$ cat config.mk
export PLATFORM = sky130hd
export DESIGN_NAME = seg_scan_ctrl_flat
export DESIGN_NICKNAME = d
export VERILOG_FILES = /design/src/rtl/seg_scan_pkg.sv /design/src/rtl/seg_scan_if.sv /design/src/rtl/seg_scan_lzmask.sv /design/src/rtl/seg_scan_ctrl.sv /design/src/flat_wrapper.sv
export SDC_FILE = /design/constraint.sdc
export NUM_CORES = 1
export LEC_CHECK = 0
export ABC_AREA = 1
export BUFFER_PORTS_ARGS = -buffer_cell sky130_fd_sc_hd__buf_2
export CAP_MARGIN = 20
export CORE_UTILIZATION = 63
export DETAILED_ROUTE_END_ITERATION = 8
export GPL_TIMING_DRIVEN = 0
export PLACE_DENSITY_LB_ADDON = 0.25
export SLEW_MARGIN = 0
export SYNTH_ARGS = -nofsm -noshare
export SYNTH_HDL_FRONTEND = slang
export SYNTH_SLANG_ARGS = --single-unit
$ cat constraint.sdc
create_clock -name clk -period 5.09 [get_ports clk]
set_clock_uncertainty 0.05 [all_clocks]
set_input_delay 0 -clock clk [delete_from_list [all_inputs] [get_ports clk]]
set_output_delay 0 -clock clk [all_outputs]
set_load 0.02 [all_outputs]
$ cat src/rtl/seg_scan_pkg.sv
// seg_scan_pkg: shared types, constants and helpers for the seven-segment scan controller.
//   state_t    : scan FSM states (BLANK gap between digits, SHOW lit slot)
//   BLANK_CODE : decoder code that turns every segment off
//   cnt_width  : width of the shared slot/gap counter
package seg_scan_pkg;

    typedef enum logic {BLANK, SHOW} state_t;

    localparam logic [3:0] BLANK_CODE = 4'hF;

    // Wide enough to count to the longer of the two phases; never below 1 bit.
    function automatic int cnt_width(input int a, input int b);
        int m;
        m = (a > b) ? a : b;
        return (m > 1) ? $clog2(m) : 1;
    endfunction

endpackage

$ cat src/rtl/seg_scan_if.sv
// seg_scan_if: display-side bus of the scan controller.
//   load, digits, lz_en       : host -> controller (value strobe, packed BCD, zero suppression)
//   hex, an                   : controller -> decoder / anode drivers
//   load_ack, frame_done      : controller -> host status pulses
interface seg_scan_if #(parameter int NUM_DIGITS = 4);

    logic                    load;
    logic [4*NUM_DIGITS-1:0] digits;
    logic                    lz_en;
    logic [3:0]              hex;
    logic [NUM_DIGITS-1:0]   an;
    logic                    load_ack;
    logic                    frame_done;

    modport master (output load, digits, lz_en, input hex, an, load_ack, frame_done);
    modport slave  (input load, digits, lz_en, output hex, an, load_ack, frame_done);

endinterface

$ cat src/rtl/seg_scan_lzmask.sv
// seg_scan_lzmask: leading-zero suppress mask.
//   digits : packed BCD value, digit 0 in bits [3:0]
//   lz_en  : enables suppression
//   mask   : bit k set when digit k and every higher digit are zero (digit 0 never set)
module seg_scan_lzmask #(
    parameter int NUM_DIGITS = 4
) (
    input  logic [4*NUM_DIGITS-1:0] digits,
    input  logic                    lz_en,
    output logic [NUM_DIGITS-1:0]   mask
);

    logic zero;

    // Walk down from the MSB; the first non-zero digit stops all further suppression.
    always_comb begin
        mask = '0;
        zero = 1'b1;
        for (int k = NUM_DIGITS - 1; k > 0; k--) begin
            zero    = zero & (digits[4*k +: 4] == 4'h0);
            mask[k] = lz_en & zero;
        end
    end

endmodule

$ cat src/rtl/seg_scan_ctrl.sv
// seg_scan_ctrl: time-multiplexed scan controller for a common-anode seven-segment display.
//   clk, rst_n : clock, asynchronous active-low reset
//   bus        : seg_scan_if slave (load/digits/lz_en in; hex/an/load_ack/frame_done out)
module seg_scan_ctrl
    import seg_scan_pkg::*;
#(
    parameter int NUM_DIGITS  = 4,
    parameter int REFRESH_DIV = 50000,
    parameter int BLANK_CYC   = 16
) (
    input logic       clk,
    input logic       rst_n,
    seg_scan_if.slave bus
);

    localparam int CW = cnt_width(REFRESH_DIV, BLANK_CYC);
    localparam int IW = (NUM_DIGITS > 1) ? $clog2(NUM_DIGITS) : 1;

    state_t                  state, state_nx;
    logic [CW-1:0]           cnt, cnt_nx;
    logic [IW-1:0]           idx, idx_nx;
    logic [4*NUM_DIGITS-1:0] shadow, active, active_nx;
    logic [3:0]              hex_q, hex_nx;
    logic [NUM_DIGITS-1:0]   an_q, an_nx, mask;
    logic                    ack_q, frame_q, frame_nx;

    // Mask is evaluated on the value that will be active, so a frame-boundary
    // swap (including the load bypass) is suppressed correctly on its first digit.
    seg_scan_lzmask #(.NUM_DIGITS(NUM_DIGITS)) u_lzmask (
        .digits(active_nx),
        .lz_en (bus.lz_en),
        .mask  (mask)
    );

    // Outputs are registered, so they are computed from the transition being taken.
    always_comb begin
        state_nx  = state;
        cnt_nx    = cnt + 1'b1;
        idx_nx    = idx;
        active_nx = active;
        hex_nx    = hex_q;
        an_nx     = an_q;
        frame_nx  = 1'b0;
        if (state == BLANK) begin
            if (cnt == CW'(BLANK_CYC - 1)) begin
                state_nx = SHOW;
                cnt_nx   = '0;
                // Frame boundary: a load on this very edge bypasses the shadow.
                if (idx == '0)
                    active_nx = bus.load ? bus.digits : shadow;
                an_nx  = ~(NUM_DIGITS'(1) << idx);
                hex_nx = mask[idx] ? BLANK_CODE : active_nx[4*idx +: 4];
            end
        end else if (cnt == CW'(REFRESH_DIV - 1)) begin
            state_nx = BLANK;
            cnt_nx   = '0;
            idx_nx   = (idx == IW'(NUM_DIGITS - 1)) ? '0 : idx + 1'b1;
            an_nx    = '1;
            hex_nx   = BLANK_CODE;
            frame_nx = (idx == IW'(NUM_DIGITS - 1));
        end
    end

    always_ff @(posedge clk or negedge rst_n) begin
        if (!rst_n) begin
            state   <= BLANK;
            cnt     <= '0;
            idx     <= '0;
            shadow  <= '0;
            active  <= '0;
            hex_q   <= BLANK_CODE;
            an_q    <= '1;
            ack_q   <= 1'b0;
            frame_q <= 1'b0;
        end else begin
            state   <= state_nx;
            cnt     <= cnt_nx;
            idx     <= idx_nx;
            shadow  <= bus.load ? bus.digits : shadow;
            active  <= active_nx;
            hex_q   <= hex_nx;
            an_q    <= an_nx;
            ack_q   <= bus.load;
            frame_q <= frame_nx;
        end
    end

    assign bus.hex        = hex_q;
    assign bus.an         = an_q;
    assign bus.load_ack   = ack_q;
    assign bus.frame_done = frame_q;

endmodule

$ cat src/flat_wrapper.sv
// flat-port wrapper written by rule: the top's interface ports become plain ports
module seg_scan_ctrl_flat import seg_scan_pkg::*;
#(
    parameter int NUM_DIGITS  = 4,
    parameter int REFRESH_DIV = 50000,
    parameter int BLANK_CYC   = 16
)
  (clk, rst_n, bus_load, bus_digits, bus_lz_en, bus_hex, bus_an, bus_load_ack, bus_frame_done);
  seg_scan_if #(.NUM_DIGITS(NUM_DIGITS)) bus_i ();
  input logic clk;
  input logic rst_n;
  input wire logic [$bits(bus_i.load)-1:0] bus_load;
  input wire logic [$bits(bus_i.digits)-1:0] bus_digits;
  input wire logic [$bits(bus_i.lz_en)-1:0] bus_lz_en;
  output wire logic [$bits(bus_i.hex)-1:0] bus_hex;
  output wire logic [$bits(bus_i.an)-1:0] bus_an;
  output wire logic [$bits(bus_i.load_ack)-1:0] bus_load_ack;
  output wire logic [$bits(bus_i.frame_done)-1:0] bus_frame_done;
  assign bus_i.load = bus_load;
  assign bus_i.digits = bus_digits;
  assign bus_i.lz_en = bus_lz_en;
  assign bus_hex = bus_i.hex;
  assign bus_an = bus_i.an;
  assign bus_load_ack = bus_i.load_ack;
  assign bus_frame_done = bus_i.frame_done;
  seg_scan_ctrl #(.NUM_DIGITS(NUM_DIGITS), .REFRESH_DIV(REFRESH_DIV), .BLANK_CYC(BLANK_CYC)) u_core (.clk(clk), .rst_n(rst_n), .bus(bus_i));
endmodule
# Yosys cells after proc, flatten, opt, wreduce, memory -nomap -nowiden
# Cells that the tools add are included.
[word_totals]
output_inout_bits = 10
register_bits = 61
mem_bits_rw = 0
rom_bits = 0
latch_bits = 0
n_memories = 0
wordCells = 57
in_bits = 20
[op_classes]
magnitude_cmp = 1
n_eq_ne = 4
bitwise_logic = 7
shift = 2
reduce_logical = 8
muxes = 23
n_addsub = 2
div = 0
mul = 0
[ops]
columns = ["op", "n"]
rows = [
  ["two-way mux 16 bit", 9],
  ["two-way mux 4 bit", 6],
  ["adder 16 x 1 -> 16 bit, second input constant", 1],
  ["equality test 16 bit, second input constant", 1],
  ["equality test 16 x 4 -> 1 bit, second input constant", 1],
  ["variable part select 16 x 5 -> 4 bit", 1],
  ["zero test 4 bit", 3],
  ["two-way mux 1 bit", 6],
  ["AND reduction 2 bit", 3],
  ["bitwise AND 1 bit", 5],
  ["NOT 4 bit", 1],
  ["<< shifter 1 x 2 -> 4 bit, first input constant", 1],
  ["< comparator 2 x 3 -> 1 bit, second input constant", 1],
  ["adder 2 x 1 -> 2 bit, second input constant", 1],
  ["binary-select mux 1 bit (select 2 bit)", 1],
  ["equality test 2 bit, second input constant", 1],
  ["zero test 2 bit", 1],
  ["two-way mux 2 bit", 1],
  ["!= test 2 bit, second input constant", 1],
  ["nonzero test 2 bit", 1],
  ["NOT 1 bit", 1],
]

# Depth between registers and ports, before layout
# Gate-level depths: netlist of run 1.
[depth]
depth_word = 15
depth_mapped = 14
ltp_nobuf = 12

# By module
# Synthesis of run 1 repeated with hierarchy kept, for this count alone.
[hier_totals]
hier_cells = 393
area_unflattened_um2 = 3134.3
[modules_own_cells]
columns = ["mod", "area_each_um2", "cells_per_inst", "seq_area_each_um2", "instances"]
rows = [
  ["seg_scan_ctrl", 3070.4, 379, 1536.5, 1],
  ["seg_scan_lzmask", 63.8, 14, 0.0, 1],
]

# Worst setup path before layout of run 1
# No wires, ideal clock.
[synth_path]
path_type = "reg-to-reg"
start = "reg u_core.idx[0]"
end = "reg u_core.hex_q[0] (netlist: u_core.bus.hex[0])"
n_path_buf = 2
t_required_ns = 4.967
period_less_slack_ns = 2.195
arrival_time_ns = 2.072
path_slack_ns = 2.895
stages_incl_launch_ff = 15
setup_ns = 0.073
cell_sequence = "dfrtp_1 inv_1 clkbuf_1 ha_1 clkbuf_1 inv_1 nand2_1 nand2_1 nand4_1 nand2_1 nor2_1 nand2_1 nand2_1 nand3_2 a21oi_1"
[synth_between]
elab_chain_len = 15
word_cells_on_any_way = 20
cone_classes = "shift: 1; mux: 10; bitwise: 5; reduce/logical: 4"
[synth_rtl]
columns = ["item", "line_no", "source"]
rows = [
  ["start, declared", "seg_scan_ctrl.sv:21", "logic [IW-1:0] idx, idx_nx;"],
  ["start signal, assigned", "seg_scan_ctrl.sv:78", "idx <= idx_nx;"],
  ["zero test 2 bit (*)", "seg_scan_ctrl.sv:49", "if (idx == '0)"],
  ["two-way mux 16 bit (*)", "seg_scan_ctrl.sv:49", ""],
  ["two-way mux 16 bit (*)", "seg_scan_ctrl.sv:45", "if (cnt == CW'(BLANK_CYC - 1)) begin"],
  ["two-way mux 16 bit (*)", "seg_scan_ctrl.sv:44", "if (state == BLANK) begin"],
  ["two-way mux 16 bit (*)", "seg_scan_ctrl.sv:45", ""],
  ["two-way mux 16 bit (*)", "seg_scan_ctrl.sv:44", ""],
  ["net u_core.active_nx[9]", "seg_scan_ctrl.sv:22", "logic [4*NUM_DIGITS-1:0] shadow, active, active_nx;"],
  ["zero test 4 bit (*)", "seg_scan_lzmask.sv:20", "zero = zero & (digits[4*k +: 4] == 4'h0);"],
  ["bitwise AND 1 bit (*)", "seg_scan_lzmask.sv:20", ""],
  ["bitwise AND 1 bit", "seg_scan_lzmask.sv:20", ""],
  ["bitwise AND 1 bit", "seg_scan_lzmask.sv:21", "mask[k] = lz_en & zero;"],
  ["binary-select mux 1 bit (select 2 bit) (*)", "seg_scan_ctrl.sv:52", "hex_nx = mask[idx] ? BLANK_CODE : active_nx[4*idx +: 4];"],
  ["two-way mux 1 bit (implied by the code) (*)", "seg_scan_ctrl.sv:52", ""],
  ["two-way mux 4 bit (*)", "seg_scan_ctrl.sv:52", ""],
  ["two-way mux 4 bit (*)", "seg_scan_ctrl.sv:45", ""],
  ["two-way mux 4 bit (*)", "seg_scan_ctrl.sv:44", ""],
  ["end signal, assigned", "seg_scan_ctrl.sv:81", "hex_q <= hex_nx;"],
  ["end, declared", "seg_scan_ctrl.sv:23", "logic [3:0] hex_q, hex_nx;"],
]
# The timed path passes the listed nets; every way through them passes the cells marked *. The select of a mux whose other input is x is not followed.
# A chain may end at the register's enable or synchronous reset.

# Final worst setup path of run 1
[layout_path]
start = "reg u_core.idx[0]"
end = "reg u_core.hex_q[3] (netlist: u_core.bus.hex[3])"
[layout_between]
elab_chain_len = 15
word_cells_on_any_way = 20
cone_classes = "shift: 1; mux: 10; bitwise: 5; reduce/logical: 4"
[layout_rtl]
columns = ["item", "line_no"]
rows = [
  ["zero test 2 bit", "seg_scan_ctrl.sv:49"],
  ["two-way mux 16 bit", "seg_scan_ctrl.sv:49"],
  ["two-way mux 16 bit", "seg_scan_ctrl.sv:45"],
  ["two-way mux 16 bit", "seg_scan_ctrl.sv:44"],
  ["two-way mux 16 bit", "seg_scan_ctrl.sv:45"],
  ["two-way mux 16 bit", "seg_scan_ctrl.sv:44"],
  ["zero test 4 bit", "seg_scan_lzmask.sv:20"],
  ["bitwise AND 1 bit (2 in series)", "seg_scan_lzmask.sv:20"],
  ["bitwise AND 1 bit", "seg_scan_lzmask.sv:21"],
  ["binary-select mux 1 bit (select 2 bit)", "seg_scan_ctrl.sv:52"],
  ["two-way mux 1 bit (implied by the code)", "seg_scan_ctrl.sv:52"],
  ["two-way mux 4 bit (*)", "seg_scan_ctrl.sv:52"],
  ["two-way mux 4 bit (*)", "seg_scan_ctrl.sv:45"],
  ["two-way mux 4 bit (*)", "seg_scan_ctrl.sv:44"],
]
# Every way passes the cells marked *; elsewhere a longest branch is shown, timed or not. The select of a mux whose other input is x is not followed.

==> results of run 1 <==
[cell families (layout without fill, tap and decap cells)]
group | Yosys count | count (layout) | synth area share, %
compound gates | 62 | 62 | 11.1
xor+xnor | 3 | 3 | 0.870
fa+ha+maj | 5 | 5 | 2.07
buf+inv | 54 | 119 | 7.49
flops | 61 | 61 | 50.8
simple gates | 179 | 179 | 27.6
[registers in the layout, summed over array words and instances, names as in the netlist]
register	cells
u_core.bus.hex	4
u_core.active	16
u_core.shadow	16
u_core.idx	2
u_core.state	1
u_core.bus.an	4
u_core.bus.load_ack	1
u_core.cnt	16
u_core.bus.frame_done	1
[layout make-up]
cell class	count	area, sq um
Sequential cell	61	1540
Tap cell	52	65.1
Clock inverter	3	42.5
Multi-Input combinational cell	249	1260
Timing Repair Buffer	49	355
Inverter	43	161
Buffer	11	65.1
Clock buffer	13	169
Fill cell	291	821
[cells in the final DEF (no fill, tap or decap), types with 2 or more instances in the layout]
cell type,count
dlygate4sd3_1,19
nor2_1,29
o21ai_0,31
nor2_8,2
clkbuf_1,7
nand3_2,2
nand4_1,8
a31oi_1,2
inv_1,42
dfrtp_1,53
clkbuf_8,12
dfstp_2,8
nand2_1,96
nand3_1,24
o2111ai_1,2
nor3_1,5
ha_1,5
xor2_1,3
buf_6,2
and2_1,4
a21oi_1,21
buf_2,30
buf_4,2
[per-layer routing]
metal | share of wire (%) | track usage [%] | vias up
met3 | 4.2 | 6.33 | 12
met2 | 49 | 49.3 | 84
met4 | 2.4 | 14.2 | 0
met1 | 44 | 36.5 | 1254
li1 | - | - | 1296
met5 | 0 | 0 | -
[path summary, 6_finish.rpt]
path | slack (ns) | end | start
hold reg to reg | 0.42 | u_core.shadow[10] | u_core.shadow[10]
setup reg to reg | 2.10 | u_core.bus.hex[3] | u_core.idx[0]
hold / removal | 0.18 | u_core.shadow[2] | rst_n
setup / recovery | 2.10 | u_core.bus.hex[3] | u_core.idx[0]
min in group clk | 0.26 | u_core.bus.load_ack | bus_load
max in group asynchronous | 4.14 | u_core.bus.hex[1] | rst_n
[power by group through the flow]
stage	Combinational [mW]	Clock, mW	Sequential, mW
after floorplan	0.0484	0	0.533
after global placement	0.0817	0	0.529
after detailed placement	0.0862	0	0.531
after CTS	0.0986	0.457	0.522
after global routing	0.113	0.477	0.524
final	0.0995	0.452	0.522
[through the flow]
stage	util [%]	setup slack [ns]
floorplan	-	2.90
global placement	72.2	2.37
detailed placement	72.7	2.32
CTS	81.7	2.22
global route	81.7	1.95
finish	81.7	2.10
==> out/results.ini, run 1 <==
[logic_synthesis]
synthTopCellsByArea=dfrtp_1, nand2_1, dfstp_2, inv_1, o21ai_0
ys_ff_latch=61
yosysWarnings=0
yosysMostFrequentCell=nand2_1
ys_async_sr_fraction_pct=100
synth_cell_types=37
syn_area_sq_um=3020
synthFlopType=dfrtp_1
synth_top_cells_by_count=nand2_1, dfrtp_1, inv_1
synth.top_cell.area_share_pct=43.9
syn-num-nets=389
synth_edf_count=0
syn_avg_cell_area_sq_um=8.30
yosysTopAreaCell=dfrtp_1
netlist_instances=364
synth_seq_area_share_pct=50.8

[clock_tree]
cts-root-buf=clkbuf_8
cts.path.max_buffers=2
cts_setup_buffers=0
clk_pin_slew_ns=0.07
insertion_delay_ns=0.34
holdBufCountCts=19
cts_buffers=9
h-tree-depth=3
cts.sinks=61
post_cts_resized=0
cts_tree=built

[job]
maxCapViolCount=0

[finish]
layout.cells.non_filler=481
final_area_sq_um=3650
drive_gt1_share_pct=16.3
num_antenna_cells=0
syn_to_final_growth_pct=20.9
fin_nets=449

[pwr]
pwr-share-seq_pct=48.6
leakage_nw=1.90
peakVddDrop_v=0.000222
p_sw_uw=255
p_per_area_nw_per_um2=294
combPwrFrac_pct=9.3
fin_total_pwr_mw=1.07
clkPwrFrac_pct=42.1
swShare_pct=23.8
internal-power_uw=819

[die]
dieArea_sq_um=5080
die_x_um=71.3
fp.coreArea_sq_um=4470
die_h_um=71.3
rows=24
io_pins=30
initial_utilization_pct=67.5

[worst_setup_path]
crit_buf_inv=3
cp_top_family=buffers and inverters
max_stage_delay_ns=0.47
cp.depth=10
slowest_stage=dfrtp_1
start_kind=flop
crit_fanout=11
crit_chain=inv_1, clkbuf_1, ha_1, clkbuf_1, o21ai_0, o21ai_0, nand3_1, nand2_1, nand3_2, a21oi_1
endpoint_kind=flop
worstPathRequired_ns=5.31
rr_worst_depth=10
crit_arrival_ns=3.21
critPathKind=flop to flop

[route]
vias_per_cell=5.50
routedWlPerCell_um=13.9
routed_wl_um=6690
drtIter0Drc=153
vias=2646
first_pass_iters=7
ant_nets=0
drc_errors=4

[timing]
fmax_mhz=334
finalSetupViolCount=0
post-route-period-util_pct=58.8
min_period_ns=2.99
worst_slew_pin_slew_ns=0.667
rsz0062_at_grt=no
slew_headroom_pct=55.5
fin_setup_tns_ns=0
drv_slew=0
worst_hold_slack_ns=0.179
hold_viol=0

[hold_path]
min_path_type=primary input to async pin

[grt]
grt_pass1_wl_um=11200
grt_pass1_vias=2557
grt_usage_pct=29.4
overflow=0
antenna_found_initial=0
grt_max_degree=34

[place]
placed_cell_area_sq_um=3250
post-dp-hpwl_um=4460
dp_cells=446
io_buffer_count=29
place_congestion=0.883

[status]
outcome=finished with violations
violations=DRC

Note: power is estimated with default switching activity, not from simulation.
==> inputs of run 2 (changes only) <==
--- a/config.mk
+++ b/config.mk
@@ -8,7 +8,7 @@
 export ABC_AREA = 1
 export BUFFER_PORTS_ARGS = -buffer_cell sky130_fd_sc_hd__buf_2
 export CAP_MARGIN = 20
-export CORE_UTILIZATION = 63
+export CORE_UTILIZATION = 53
 export DETAILED_ROUTE_END_ITERATION = 8
 export GPL_TIMING_DRIVEN = 0
 export PLACE_DENSITY_LB_ADDON = 0.25
==> constraint.sdc (replaced) <==
create_clock -name clk -period 2.5 [get_ports clk]
set_clock_uncertainty 0.05 [all_clocks]
set_input_delay 0 -clock clk [delete_from_list [all_inputs] [get_ports clk]]
set_output_delay 0 -clock clk [all_outputs]
set_load 0.02 [all_outputs]
==> out/results.ini, run 2 (synthesized netlist as in run 1, its figures left out) <==
[grt]
grt_pass1_wl_um=10800  ; -3.9%
grt_pass1_vias=2466  ; -3.6%
overflow=0  ; unchanged
grt_usage_pct=23.3  ; -6.1 points
antenna_found_initial=0  ; unchanged
grt_max_degree=41  ; +21%
top_usage_layer=met2
use_met3_pct=3.53  ; -2.8 points
use_met2_pct=38.1  ; -11 points
use_met1_pct=29.6  ; -6.9 points

[die]
fp.coreArea_sq_um=5510  ; +23%
io_pins=30  ; unchanged
die_h_um=77.5  ; +8.8%
dieArea_sq_um=6010  ; +18%
die_x_um=77.5  ; +8.8%
rows=27  ; +13%
initial_utilization_pct=54.9  ; -13 points

[finish]
post-route-util_pct=66.6  ; -15 points
num_antenna_cells=0  ; unchanged
final_common_cell=nand2_1
layout_common_cells=nand2_1, dfrtp_1, inv_1
fin_nets=447  ; -0.45%
syn_to_final_growth_pct=21.4
drive_gt1_share_pct=17.6  ; +1.2 points
reg_top3=u_core.active (16), u_core.cnt (16), u_core.shadow (16)

[place]
io_buffer_count=29  ; unchanged
post-dp-hpwl_um=4470  ; about the same
place_congestion=0.840  ; -4.9%

[clock_tree]
insertion_delay_ns=0.35  ; about the same
cts_buffers=9  ; unchanged
h-tree-depth=3  ; unchanged
clk_pin_slew_ns=0.07  ; about the same
cts_setup_buffers=0  ; unchanged
cts.path.max_buffers=2  ; unchanged
cts-root-buf=clkbuf_8
cts_tree=built
cts.sinks=61  ; unchanged

[worst_setup_path]
crit_arrival_ns=2.48  ; -0.73 ns
worstPathRequired_ns=2.72  ; -2.59 ns
crit_fanout=13  ; +2
endpoint_kind=flop
start_kind=flop
max_stage_delay_ns=0.58  ; +0.11 ns
crit_buf_inv=2  ; -1
critPathMostFrequentCell=o21ai_0
crit_chain=inv_1, ha_1, buf_4, nand2_1, o21ai_0, o21ai_0, nand3_1, nor2_1, nand3_2, a21oi_1
critPathKind=flop to flop
slowest_stage=dfrtp_1
cp_top_family=flip-flops

[route]
vias_per_cell=5.08  ; -7.7%
drc_errors=0  ; -4
first_pass_iters=5  ; -2
ant_nets=0  ; unchanged
drtIter0Drc=93  ; -39%
routedWlPerCell_um=12.8  ; -8.0%
vias=2535  ; -4.2%
routed_wl_um=6390  ; -4.5%

[timing]
finalSetupViolCount=0  ; unchanged
worst_hold_slack_ns=0.00781  ; -0.171 ns
slew_headroom_pct=65.4  ; +9.9 points
fmax_mhz=443  ; +32%
drv_slew=0  ; unchanged
hold_viol=0  ; unchanged
post-route-period-util_pct=90.4  ; +32 points
rsz0062_at_grt=no
min_period_ns=2.26  ; -0.733 ns
worst_slew_pin_slew_ns=0.519  ; -0.148 ns

[pwr]
leakage_nw=1.90  ; about the same
peakVddDrop_v=0.000310  ; +39%
p_per_area_nw_per_um2=589  ; +100%

[status]
outcome=completed

[hold_path]
min_path_type=primary input to flop

[job]
maxCapViolCount=0  ; unchanged

## run 2: worst paths after layout
kind / from / endpoint / slack, ns / depth (start not counted)
max: u_core.idx[1] / u_core.bus.hex[1] / 0.24 / 10
min: bus_lz_en / u_core.bus.hex[2] / 0.008 / 5
max reg2reg: u_core.idx[1] / u_core.bus.hex[1] / 0.24 / 10
min reg2reg: u_core.cnt[0] / u_core.cnt[0] / 0.42 / 1
max in group asynchronous: rst_n / u_core.bus.an[2] / 1.64 / 3
min in group asynchronous: rst_n / u_core.active[12] / 0.11 / 2
## run 2: tightest hold or removal path, delay by kind of cell
kind	cells	cell delay, ns
and+or+nand+nor	3	0.23
buffers and inverters	1	0.09
AOI/OAI and AO/OA	1	0.07
## run 2: layout make-up
| type | count | area, sq um |
|---|---|---|
| clock buffers | 12 | 155 |
| repair buffers | 48 | 345 |
| inverters | 43 | 161 |
| fillers | 488 | 1840 |
| clock inverters | 4 | 47.5 |
| multi-input cells | 249 | 1260 |
| well taps | 72 | 90.1 |
| flip-flops and latches | 61 | 1540 |
| plain buffers | 10 | 72.6 |
## run 2: what timing repair did
action / CTS / global route
hold buffers: 18 / 0
endpoints found under the hold margin: 38 / 0
resized for setup: 3 / 10
setup endpoints to repair: 4 / 4
gates cloned: 0 / 0
## run 2: metal layers
layer,part of all wire (%),up-vias
met3,3.0,13
li1,-,1290
met4,2.6,0
met5,0,-
met1,48,1184
met2,46,48
## run 2: per-stage QoR
stage | worst slack (ns) | setup TNS [ns] | area [sq um] | cells | power [mW]
after floorplan | 0.305 | 0 | 3020 | 364 | 1.18
after global placement | -0.258 | -1.01 | 3260 | 465 | 1.25
after detailed placement | -0.241 | -0.903 | 3280 | 466 | 1.26
after CTS | 0.0537 | 0 | 3660 | 500 | 2.17
after global routing | 0.00324 | 0 | 3670 | 499 | 2.25
final | 0.240 | 0 | 3670 | 499 | 2.16
## run 2: power by group
group | leakage, nW | switching [mW] | internal [mW] | total, mW
combinational | 1.05 | 0.116 | 0.0820 | 0.198
clock | 0.102 | 0.389 | 0.512 | 0.901
sequential | 0.740 | 0.0184 | 1.04 | 1.06
total | 1.90 | 0.523 | 1.64 | 2.16
